File: config.mk
export PLATFORM = sky130hd
export DESIGN_NAME = ir_cmd_queue_flat
export DESIGN_NICKNAME = d
export VERILOG_FILES = /design/src/rtl/ir_cmd_queue_if.sv /design/src/rtl/ir_cmd_queue.sv /design/src/flat_wrapper.sv
export SDC_FILE = /design/constraint.sdc
export NUM_CORES = 1
export LEC_CHECK = 0
export ABC_AREA = 0
export CAP_MARGIN = 30
export CORE_MARGIN = 2
export CORE_UTILIZATION = 35
export DETAILED_ROUTE_END_ITERATION = 7
export DONT_BUFFER_PORTS = 1
export SLEW_MARGIN = 20
export SYNTH_ARGS = -nofsm -noshare
export SYNTH_HDL_FRONTEND = slang
export SYNTH_SLANG_ARGS = --single-unit
File: constraint.sdc
create_clock -name clk -period 2.1 [get_ports clk]
set_input_delay 0.525 -clock clk [delete_from_list [all_inputs] [get_ports clk]]
set_output_delay 0.525 -clock clk [all_outputs]
set_load 0.01 [all_outputs]
File: src/rtl/ir_cmd_queue_if.sv
// Receiver-to-queue capture signals and the consumer drain handshake of ir_cmd_queue.
// master = receiver/consumer side, slave = the queue itself.
interface ir_cmd_queue_if #(
   parameter int unsigned DATA_W = 12
);
   logic [DATA_W-1:0] in_data;
   logic              in_rdy;
   logic [DATA_W-1:0] out_data;
   logic              out_valid;
   logic              out_ready;

   modport master (
      output in_data, in_rdy, out_ready,
      input  out_data, out_valid
   );

   modport slave (
      input  in_data, in_rdy, out_ready,
      output out_data, out_valid
   );
endinterface

File: src/rtl/ir_cmd_queue.sv
// IR command capture: rising-edge detect on the receiver ready level, optional
// repeat suppression, and a DEPTH-entry FIFO with a valid/ready drain port.
module ir_cmd_queue #(
   parameter int unsigned DATA_W        = 12,
   parameter int unsigned DEPTH         = 4,
   parameter int unsigned REPEAT_CYCLES = 0
) (
   input  logic                       clk,
   input  logic                       rst,
   ir_cmd_queue_if.slave              bus,
   output logic [DATA_W-1:0]          last_cmd,
   output logic                       new_cmd,
   output logic [$clog2(DEPTH+1)-1:0] count,
   output logic                       overflow,
   input  logic                       ovf_clr
);
   localparam int unsigned PW = $clog2(DEPTH);
   localparam int unsigned CW = $clog2(DEPTH+1);

   logic [DATA_W-1:0] mem [DEPTH];
   logic [PW-1:0]     rd_ptr;
   logic [PW-1:0]     wr_ptr;
   logic              rdy_q;
   logic              capture;
   logic              repeat_drop;
   logic              accept;
   logic              pop;
   logic              slot;
   logic              push;

   assign capture = bus.in_rdy & ~rdy_q;
   assign accept  = capture & ~repeat_drop;
   assign pop     = bus.out_valid & bus.out_ready;
   // A full FIFO still takes a command when the head leaves in the same cycle.
   assign slot    = (count != CW'(DEPTH)) | pop;
   assign push    = accept & slot;

   assign bus.out_valid = (count != '0);
   assign bus.out_data  = mem[rd_ptr];

   generate
      if (REPEAT_CYCLES > 0) begin : g_hold
         localparam int unsigned HW = $clog2(REPEAT_CYCLES+1);
         logic [HW-1:0] hold;

         assign repeat_drop = (bus.in_data == last_cmd) && (hold != '0);

         // Dropped repeats also reload, so a held-down key stays suppressed.
         always_ff @(posedge clk) begin
            if (rst) begin
               hold <= '0;
            end else if (capture) begin
               hold <= HW'(REPEAT_CYCLES);
            end else if (hold != '0) begin
               hold <= hold - HW'(1);
            end
         end
      end else begin : g_no_hold
         assign repeat_drop = 1'b0;
      end
   endgenerate

   always_ff @(posedge clk) begin
      if (push) begin
         mem[wr_ptr] <= bus.in_data;
      end
   end

   always_ff @(posedge clk) begin
      if (rst) begin
         rdy_q    <= 1'b1;
         rd_ptr   <= '0;
         wr_ptr   <= '0;
         count    <= '0;
         new_cmd  <= 1'b0;
         last_cmd <= '0;
         overflow <= 1'b0;
      end else begin
         rdy_q   <= bus.in_rdy;
         new_cmd <= accept;
         if (accept) begin
            last_cmd <= bus.in_data;
         end
         if (push) begin
            wr_ptr <= wr_ptr + PW'(1);
         end
         if (pop) begin
            rd_ptr <= rd_ptr + PW'(1);
         end
         if (push && !pop) begin
            count <= count + CW'(1);
         end else if (pop && !push) begin
            count <= count - CW'(1);
         end
         if (accept && !slot) begin
            overflow <= 1'b1;
         end else if (ovf_clr) begin
            overflow <= 1'b0;
         end
      end
   end
endmodule

File: src/flat_wrapper.sv
// flat-port wrapper written by rule: the top's interface ports become plain ports
module ir_cmd_queue_flat 
#(
   parameter int unsigned DATA_W        = 12,
   parameter int unsigned DEPTH         = 4,
   parameter int unsigned REPEAT_CYCLES = 0
)
  (clk, rst, last_cmd, new_cmd, count, overflow, ovf_clr, bus_in_data, bus_in_rdy, bus_out_ready, bus_out_data, bus_out_valid);
  ir_cmd_queue_if #(.DATA_W(DATA_W)) bus_i ();
  input  logic clk;
  input  logic rst;
  output logic [DATA_W-1:0] last_cmd;
  output logic new_cmd;
  output logic [$clog2(DEPTH+1)-1:0] count;
  output logic overflow;
  input  logic ovf_clr;
  input wire logic [$bits(bus_i.in_data)-1:0] bus_in_data;
  input wire logic [$bits(bus_i.in_rdy)-1:0] bus_in_rdy;
  input wire logic [$bits(bus_i.out_ready)-1:0] bus_out_ready;
  output wire logic [$bits(bus_i.out_data)-1:0] bus_out_data;
  output wire logic [$bits(bus_i.out_valid)-1:0] bus_out_valid;
  assign bus_i.in_data = bus_in_data;
  assign bus_i.in_rdy = bus_in_rdy;
  assign bus_i.out_ready = bus_out_ready;
  assign bus_out_data = bus_i.out_data;
  assign bus_out_valid = bus_i.out_valid;
  ir_cmd_queue #(.DATA_W(DATA_W), .DEPTH(DEPTH), .REPEAT_CYCLES(REPEAT_CYCLES)) u_core (.clk(clk), .rst(rst), .bus(bus_i), .last_cmd(last_cmd), .new_cmd(new_cmd), .count(count), .overflow(overflow), .ovf_clr(ovf_clr));
endmodule
==> flow_summary_export.csv <==
group,metric,value,unit
status,outcome,"finished, final reports clean",
grt,grt_pass1_wl,7.99,mm
yosys,ys_seq_area_share,71.0,%
clocking,cts_hold_buffers,0,
power_and_ir_drop,swShare,23.7,%
finish,n_antenna_cell,0,
floorplan,core_area,7610,sq um
finish,area_growth_syn_to_layout,17.2,%
yosys,ys.flop_type,"edfxtp_1",
clocking,cts_root_buf,"clkbuf_8",
grt,antenna_found_initial,0,
setup_path,cp_max_fo,12,
grt,grt_max_degree,26,
clocking,cts_buffers,9,
power_and_ir_drop,p_seq_share,42.9,%
sta,max_freq,505,MHz
route,drt_pass1_iterations,4,
sta,period_share,94.4,%
power_and_ir_drop,power_density,1220,nW/um^2
sta,fin_tns_setup,0,ns
clocking,cts.repair.resized,0,
sta,clock_skew,0.00747,ns
power_and_ir_drop,p_int,0.00296,W
route,route.detailed.drc,0,
clocking,cts_sinks,72,
worst_hold_path,hold_path.class,"input port to register",
place,preCtsSetupSlack,0.0588,ns
route,wl_per_cell,17.7,um
sta,finalWorstSetupSlack,0.118,ns
route,finalWirelength,5.16,mm
sta,tightest_slew,0.689,ns
grt,grt_pass1_vias,1419,
setup_path,critPathLaunchType,"register",
clocking,clock_latency,0.35,ns
setup_path,slowest_delay,0.58,ns
floorplan,rows,32,
sta,relSlewSlack,54.1,%
place,postPlaceCellArea,2880,sq um
setup_path,worstSetupPathType,"register to primary output",
sta,final_max_slew_viol_count,0,
floorplan,ios,47,
setup_path,worstPathArrival,1.46,ns
power_and_ir_drop,p_sw,0.000920,W
power_and_ir_drop,clock_power_share,39.3,%
setup_path,crit_required,1.57,ns
yosys,synth-seq-cells,72,
place,port_buffers,0,
finish,drive_gt1_share,22.2,%
power_and_ir_drop,ir_drop,0.000627,V
setup_path,slowest_stage,"mux4_2",
power_and_ir_drop,combinationalPowerShare,17.7,%
setup_path,cp_num_buf_inv,1,
sta,rsz0062_at_grt,"no",
clocking,cts_setup_buffers,0,
grt,grt_overflow_total,0,
route,top_layer,"met4",
route,vias,1389,
floorplan,die_area,8450,sq um
route,wl_met1,2.21,mm
route,drtIter0Drc,106,
finish,layout.area.seq,1920,sq um
grt,track_usage,13.0,%
setup_path,critPathCaptureType,"primary output",
route,vias_per_cell,4.77,
yosys,avgSynthCellArea,15.9,sq um
floorplan,die_h,91.9,um
finish,multi_input_area,754,sq um
sta,finalHoldViolCount,0,
route,route.met3.wl,305,um
finish,n_fill_cell,709,
route,ant_nets,0,
place,gp_congestion,0.685,
power_and_ir_drop,p_leak,1.06,nW
floorplan,start_util,35.6,%
finish,fin_nets,207,
setup_path,crit_chain,"buf_6 -> mux4_2",
yosys,synth-edff-count,48,
sta,setup_viol,0,
clocking,clockBufferDepth,2,
setup_path,critPathTopFamily,"multiplexers",
yosys,synth-warning-count,0,
floorplan,die_x,91.9,um
flow_run,cap_violations,0,
clocking,cts_tree,"yes",
yosys,syn_area,2710,sq um
yosys,postSynthCellCount,170,
sta,period_needed,1.98,ns
yosys,ys_types,27,
clocking,htreeDepth,3,
yosys,syn_nets,193,
clocking,clk_pin_slew_worst_paths,0.07,ns
finish,fin_area,3170,sq um
place,place_hpwl,3.16,mm
yosys,synthArstFlopShare,0,%
route,wl_met2,2.53,mm
[state kept, by name (all words and copies together), names as in the netlist, named ones only]
register / flops
u_core.overflow: 1
u_core.rd_ptr: 2
u_core.count: 3
u_core.mem: 48
u_core.rdy_q: 1
u_core.wr_ptr: 2
u_core.last_cmd: 12
u_core.new_cmd: 1
[per-layer routing]
layer | GRT usage, % | vias to the layer above
met4 | 6.34 | 0
met2 | 21.0 | 39
met5 | 0 | -
met1 | 15.4 | 685
met3 | 4.77 | 11
li1 | - | 654
[final cells by class]
cell class              count  area share [%]
repair buffers              9            2.25
multi-input cells          89            23.8
inverters                   3           0.355
clock inverters             6            4.90
clock buffers              10            4.03
well taps                 102            4.03
flip-flops and latches     72            60.6
[power groups by stage]
stage          registers, W  clock network [W]  logic (W)
2_1_floorplan       0.00172                  0   0.000495
3_5_place_dp        0.00169                  0   0.000691
3_3_place_gp        0.00169                  0   0.000686
5_1_grt             0.00168            0.00161   0.000759
4_1_cts             0.00166            0.00157   0.000696
6_report            0.00167            0.00153   0.000689
[worst paths after layout]
check	slack, ns	to	cells past startpoint	from
setup / recovery	0.12	bus_out_data[3]	2	register
hold / removal	0.25	u_core.last_cmd[1]	1	rst
setup reg to reg	0.12	u_core.count[2]	7	u_core.count[1]
hold reg to reg	0.50	u_core.last_cmd[10]	2	u_core.last_cmd[10]
[synth_stat cells, types with 2 or more instances]
| cell | count | area share (%) |
|---|---|---|
| edfxtp_1 | 48 | 53 |
| clkbuf_1 | 3 | 0.42 |
| nand2b_1 | 3 | 0.69 |
| nand2_1 | 24 | 3.3 |
| mux4_2 | 12 | 10 |
| nor2_1 | 9 | 1.2 |
| mux2i_1 | 2 | 0.74 |
| a21oi_1 | 14 | 2.6 |
| ha_1 | 5 | 2.3 |
| dfxtp_1 | 24 | 18 |
| and2_1 | 4 | 0.92 |
| xor2_1 | 4 | 1.3 |
| nor2b_1 | 2 | 0.46 |
| inv_1 | 3 | 0.42 |
[placed cells by master, fill, tap and decap left out, types with 2 or more instances in the layout]
cell and count:
and2_1 4, clkbuf_8 9, nor2b_1 2, ha_1 5, buf_4 8, mux4_2 12
inv_1 3, dfxtp_1 24, a21oi_1 14, bufinv_16 5, nand2_1 24, mux2i_1 2
nand2b_1 3, nor2_1 9, xor2_1 4, edfxtp_1 48
[logic make-up (layout without fill, tap and decap cells)]
group | after synthesis | in the layout | synth area share [%]
adders and majority gates | 6 | 6 | 3.05
muxes | 15 | 15 | 11.3
AOI/OAI and AO/OA | 17 | 17 | 3.38
xor gates and xnor gates | 4 | 4 | 1.29
and+or+nand+nor | 47 | 47 | 8.51
buffers and inverters | 9 | 28 | 1.43
DFF | 72 | 72 | 71.0
[stage by stage]
step / instances / power, W / utilization, % / hold slack (ns)
2_1_floorplan: 170 / 0.00221 / - / 0.481
3_3_place_gp: 275 / 0.00237 / 37.8 / 0.482
3_5_place_dp: 275 / 0.00238 / 37.8 / 0.494
4_1_cts: 291 / 0.00392 / 41.5 / 0.223
5_1_grt: 291 / 0.00405 / 41.7 / 0.224
6_report: 291 / 0.00388 / 41.7 / 0.246
(Power assumes the default switching activity.)
